**config.mk**
```make
export PLATFORM = sky130hd
export DESIGN_NAME = mux_rr_arbiter
export DESIGN_NICKNAME = d
export VERILOG_FILES = /design/src/rtl/mux_arb_pkg.sv /design/src/rtl/mux_rr_arbiter_rr_pick.sv /design/src/rtl/mux_rr_arbiter.sv
export SDC_FILE = /design/constraint.sdc
export NUM_CORES = 1
export LEC_CHECK = 0
export ABC_AREA = 1
export BUFFER_PORTS_ARGS = -buffer_cell sky130_fd_sc_hd__buf_2
export CAP_MARGIN = 20
export CELL_PAD_IN_SITES_DETAIL_PLACEMENT = 1
export CELL_PAD_IN_SITES_GLOBAL_PLACEMENT = 1
export CORE_ASPECT_RATIO = 2
export CORE_MARGIN = 2
export CORE_UTILIZATION = 31
export CTS_CLUSTER_DIAMETER = 40
export DETAILED_ROUTE_END_ITERATION = 12
export PLACE_DENSITY = 0.89
export SKIP_LAST_GASP = 1
export SLEW_MARGIN = 30
export SYNTH_ARGS = -nofsm -noshare
export SYNTH_HDL_FRONTEND = slang
export SYNTH_SLANG_ARGS = --single-unit
export TNS_END_PERCENT = 1
```
**constraint.sdc**
```tcl
create_clock -name clk -period 1.79 [get_ports clk]
set_input_delay 0.2685 -clock clk [delete_from_list [all_inputs] [get_ports clk]]
set_output_delay 0.2685 -clock clk [all_outputs]
set_load 0.02 [all_outputs]
```
**src/rtl/mux_arb_pkg.sv**
```systemverilog
// Shared constants, state encoding and index-width helper for the multiplexing
// round-robin arbiter and any scheduler that reuses its picker.
package mux_arb_pkg;

  localparam int N_REQ_DEF = 4;
  localparam int WIDTH_DEF = 4;

  typedef enum logic [0:0] {
    IDLE = 1'b0,
    FULL = 1'b1
  } arb_state_e;

  // A single requester would still need a 1-bit index port.
  function automatic int calc_idw(input int n);
    return (n > 1) ? $clog2(n) : 1;
  endfunction

endpackage

```
**src/rtl/mux_rr_arbiter_rr_pick.sv**
```systemverilog
// Combinational round-robin picker: first set bit of req scanning circularly
// from ptr+1, wrapping so that ptr itself is considered last.
module rr_pick
  import mux_arb_pkg::*;
#(
  parameter int N_REQ = N_REQ_DEF,
  parameter int IDW   = calc_idw(N_REQ)
) (
  input  logic [N_REQ-1:0] req,
  input  logic [IDW-1:0]   ptr,
  output logic [IDW-1:0]   winner,
  output logic             any
);

  logic [IDW-1:0] idx_s;

  // Circular priority scan starting just after the last grant.
  always_comb begin
    winner = {IDW{1'b0}};
    any    = 1'b0;
    idx_s  = {IDW{1'b0}};
    for (int k = 1; k <= N_REQ; k++) begin
      idx_s = IDW'((int'(ptr) + k) % N_REQ);
      if (!any && req[idx_s]) begin
        any    = 1'b1;
        winner = idx_s;
      end else begin
        any    = any;
      end
    end
  end

endmodule

```
**src/rtl/mux_rr_arbiter.sv**
```systemverilog
// Round-robin arbiter steering one of N_REQ valid/ready streams into a
// registered output stage. Define MUX_ARB_LOCK_EN for packet locking (req_last).
module mux_rr_arbiter
  import mux_arb_pkg::*;
#(
  parameter int N_REQ = N_REQ_DEF,
  parameter int WIDTH = WIDTH_DEF,
  parameter int IDW   = calc_idw(N_REQ)
) (
  input  logic                   clk,
  input  logic                   rst,
  input  logic [N_REQ-1:0]       req_valid,
  input  logic [N_REQ*WIDTH-1:0] req_data,
  output logic [N_REQ-1:0]       req_ready,
  output logic                   out_valid,
  output logic [WIDTH-1:0]       out_data,
  input  logic                   out_ready,
`ifdef MUX_ARB_LOCK_EN
  input  logic [N_REQ-1:0]       req_last,
`endif
  output logic [IDW-1:0]         out_id
);

  arb_state_e       state_r, state_nxt_s;
  logic [IDW-1:0]   ptr_r, out_id_r, winner_s;
  logic [WIDTH-1:0] out_data_r;
  logic [WIDTH-1:0] lane_s [N_REQ];
  logic [N_REQ-1:0] pick_req_s, req_ready_s;
  logic             any_s, ld_s, xfer_s;

`ifdef MUX_ARB_LOCK_EN
  logic             locked_r;
  logic [N_REQ-1:0] ptr_onehot_s;

  assign ptr_onehot_s = {{(N_REQ-1){1'b0}}, 1'b1} << ptr_r;
`endif

  assign ld_s = (state_r == IDLE) || out_ready;

  // While a packet is in flight only its owner may be picked; otherwise everyone.
  always_comb begin
    pick_req_s = req_valid;
`ifdef MUX_ARB_LOCK_EN
    if (locked_r) begin
      pick_req_s = req_valid & ptr_onehot_s;
    end else begin
      pick_req_s = req_valid;
    end
`endif
  end

  rr_pick #(
    .N_REQ (N_REQ),
    .IDW   (IDW)
  ) u_pick (
    .req    (pick_req_s),
    .ptr    (ptr_r),
    .winner (winner_s),
    .any    (any_s)
  );

  // Unpack the flat data bus into per-requester lanes for the select path.
  always_comb begin
    for (int i = 0; i < N_REQ; i++) begin
      lane_s[i] = req_data[i*WIDTH +: WIDTH];
    end
  end

  // One-hot accept toward the winner; suppressed under backpressure or reset.
  always_comb begin
    req_ready_s = {N_REQ{1'b0}};
    xfer_s      = 1'b0;
    if (!rst && ld_s && any_s) begin
      req_ready_s = {{(N_REQ-1){1'b0}}, 1'b1} << winner_s;
      xfer_s      = 1'b1;
    end else begin
      req_ready_s = {N_REQ{1'b0}};
      xfer_s      = 1'b0;
    end
  end

  // Output-stage occupancy: a load keeps it full, a drain with nothing to load empties it.
  always_comb begin
    state_nxt_s = state_r;
    case (state_r)
      IDLE: begin
        if (xfer_s) begin
          state_nxt_s = FULL;
        end else begin
          state_nxt_s = IDLE;
        end
      end
      FULL: begin
        if (out_ready && !xfer_s) begin
          state_nxt_s = IDLE;
        end else begin
          state_nxt_s = FULL;
        end
      end
      default: state_nxt_s = IDLE;
    endcase
  end

  // Output register, grant pointer and lock flag.
  always_ff @(posedge clk) begin
    if (rst) begin
      state_r    <= IDLE;
      out_data_r <= {WIDTH{1'b0}};
      out_id_r   <= {IDW{1'b0}};
      ptr_r      <= IDW'(N_REQ - 1);
`ifdef MUX_ARB_LOCK_EN
      locked_r   <= 1'b0;
`endif
    end else begin
      state_r <= state_nxt_s;
      if (xfer_s) begin
        out_data_r <= lane_s[winner_s];
        out_id_r   <= winner_s;
        ptr_r      <= winner_s;
`ifdef MUX_ARB_LOCK_EN
        locked_r   <= ~req_last[winner_s];
`endif
      end else begin
        out_data_r <= out_data_r;
        out_id_r   <= out_id_r;
        ptr_r      <= ptr_r;
      end
    end
  end

  assign req_ready = req_ready_s;
  assign out_valid = (state_r == FULL);
  assign out_data  = out_data_r;
  assign out_id    = out_id_r;

endmodule
```
==> impl_metrics.tcl <==
set metrics [dict create \
    violations "setup timing" \
    synth_top_area_frac 0.247 \
    antenna_found_initial 0 \
    power_density_nw_per_um2 2160 \
    hold_slack_ps 247 \
    synth_area_per_cell_um2 5.89 \
    clockBufferDepth 2 \
    worst_slew_pin_slew_ps 259 \
    areaGrowthSynthToFinish_pct 65.0 \
    worstPathMaxFanout 6 \
    drive_above_1_share 0.526 \
    timing.final.ws_setup_ps -268 \
    synth_ff_type "dfxtp_1" \
    rows 26 \
    place_hpwl_mm 2.59 \
    drv_cap 0 \
    grt_overflow_total 0 \
    rsz0062_at_grt "yes" \
    power.total_w 0.00298 \
    p_leak_nw 0.762 \
    worstRegToRegCells 15 \
    vias 1163 \
    synth_nets 165 \
    finClkSkew_ps 2.39 \
    portBuffers 33 \
    cts_root_buf "clkbuf_8" \
    drc_errors 0 \
    hold_path.class "primary input to flip-flop" \
    post_drt_wl_per_cell_um 16.7 \
    fp.dieH_um 77.5 \
    synthTopCellsByArea "nand2_1 (25%), dfxtp_1 (22%), nor2_1 (7.6%)" \
    ant_nets 0 \
    dieArea_um2 3160 \
    critPathKind "flip-flop to primary output" \
    dp_cells 209 \
    vias_per_cell 5.29 \
    synth-seq-cells 9 \
    cp.required_ps 1520 \
    grt_pass1_wl_mm 5.01 \
    slew_headroom 0.827 \
    hold_violations 0 \
    grt_usage 0.225 \
    drtIter0Drc 15 \
    hold-path-cell-count 2 \
    setup_viol 8 \
    critPathArrivalTime_ps 1790 \
    period_share 1.15 \
    antenna_cells 0 \
    clkLatencyLatePin_ps 230 \
    vdd_drop_max_v 0.000782 \
    drt-pass1-iter-count 4 \
    boundaryPins 34 \
    syn_area_um2 837 \
    final_cells 220 \
    grt_max_degree 12 \
    finalWirelength_mm 3.68 \
    synthTopCellsByCount "nand2_1 (55), nor2_1 (17), inv_1 (12)" \
    endpoint_kind "primary output" \
    worst_setup_path_start_kind "flip-flop" \
    max_freq_mhz 486 \
    numCtsBuffers 3 \
    synth_edf_count 0 \
    grt_pass1_vias 1202 \
    h-tree-depth 1 \
    place.gp.congestion 0.809 \
    synth_cell_type_count 19 \
    ys_seq_area_frac 0.215 \
    netlist_instances 142 \
    cts.sinks 9 \
    cts_tree "yes" \
    clk_pin_slew_ps 50 \
    die_w_um 40.7 \
    ys_async_sr_fraction 0 \
    fillers 350 \
    core_um2 2570 \
    yosys.area.top_type "nand2_1" \
    layout_min_cycle_time_ps 2060 \
    initial_core_util 0.326 \
    status "complete, but fails checks" \
    finalNetCount 216 \
    yosysMostFrequentCell "nand2_1" \
    ys_warn_count 0 \
    drv_slew 0 \
]
final timing paths:
path / start / to / slack, ps
setup reg to reg: ptr_r[0]$_SDFFE_PP1P_ / out_data[2]$_SDFFE_PP0P_ / -120
hold / removal: rst / out_id[1]$_SDFFE_PP0P_ / 250
setup / recovery: ptr_r[0]$_SDFFE_PP1P_ / req_ready[2] / -270
hold reg to reg: out_id[1]$_SDFFE_PP0P_ / out_id[1]$_SDFFE_PP0P_ / 470
cells by family (layout without fill, tap and decap cells):
family,Yosys count,after routing,synth area share
simple gates,106,106,0.608
flops,9,9,0.215
compound gates,6,6,0.0433
buf+inv,21,71,0.133
layout make-up:
type,count,area [um^2],share of cell area
Inverter,16,77.6,0.0562
Timing Repair inverter,1,6.26,0.00453
Timing Repair Buffer,50,323,0.234
Sequential cell,9,185,0.134
Multi-Input combinational cell,112,709,0.514
Tap cell,28,35.0,0.0254
Clock buffer,4,45.0,0.0326
critical path: stages (launching register included):
cell	delay [ps]
dfxtp_4	360
buf_12	130
inv_4	50
nand2_1	80
nand3_1	140
nand2_4	110
nand2_4	70
nand2_4	70
nand2_4	60
a21oi_4	160
inv_2	80
nor2_2	120
buf_6	120
registers in the layout (all words and copies together), names as in the netlist:
signal	flops
out_valid	1
out_data	4
out_id	2
ptr_r	2
metal layers:
layer / up-vias / routed length, um / GRT usage
met4: 0 / 99 / 0.0700
met3: 6 / 126 / 0.0343
met2: 44 / 2360 / 0.457
met1: 567 / 1090 / 0.185
li1: 546 / - / -
met5: - / 0 / 0
report_power, final:
part	switching, W	internal [W]	total [W]
combinational	0.00147	0.000893	0.00236
clock	0.0000812	0.000155	0.000236
sequential	0.0000820	0.000302	0.000384
total	0.00163	0.00135	0.00298
through the flow:
step | util | instance area, um^2 | worst slack, ps | TNS [ps]
2_1_floorplan | - | 837 | -78.2 | -156
4_1_cts | 0.455 | 1170 | -254 | -1220
6_report | 0.537 | 1380 | -268 | -1320
3_3_place_gp | 0.422 | 1080 | 1.92 | 0
3_5_place_dp | 0.422 | 1080 | -117 | -550
5_1_grt | 0.537 | 1380 | -367 | -2140
timing repair:
item                       CTS  global route
hold buffers                 0             0
setup endpoints to repair    8            10
pin swaps                    9            18
resized for setup           17            41
buffers inserted             1             6
cloned                       1             0
hold endpoints to repair     0             0
cell usage in the layout (no fill, tap or decap), types with 4 or more instances in the layout:
cell / Yosys / routed
nand2_1: 55 / 40
buf_2: 0 / 29
buf_4: 2 / 18
nand2_4: 1 / 16
nor2_1: 17 / 14
nand2_2: 9 / 9
inv_1: 12 / 9
nand4_1: 9 / 9
nand3_1: 9 / 7
dfxtp_1: 9 / 7
inv_2: 3 / 4
Note: power is estimated with default switching activity, not from simulation.
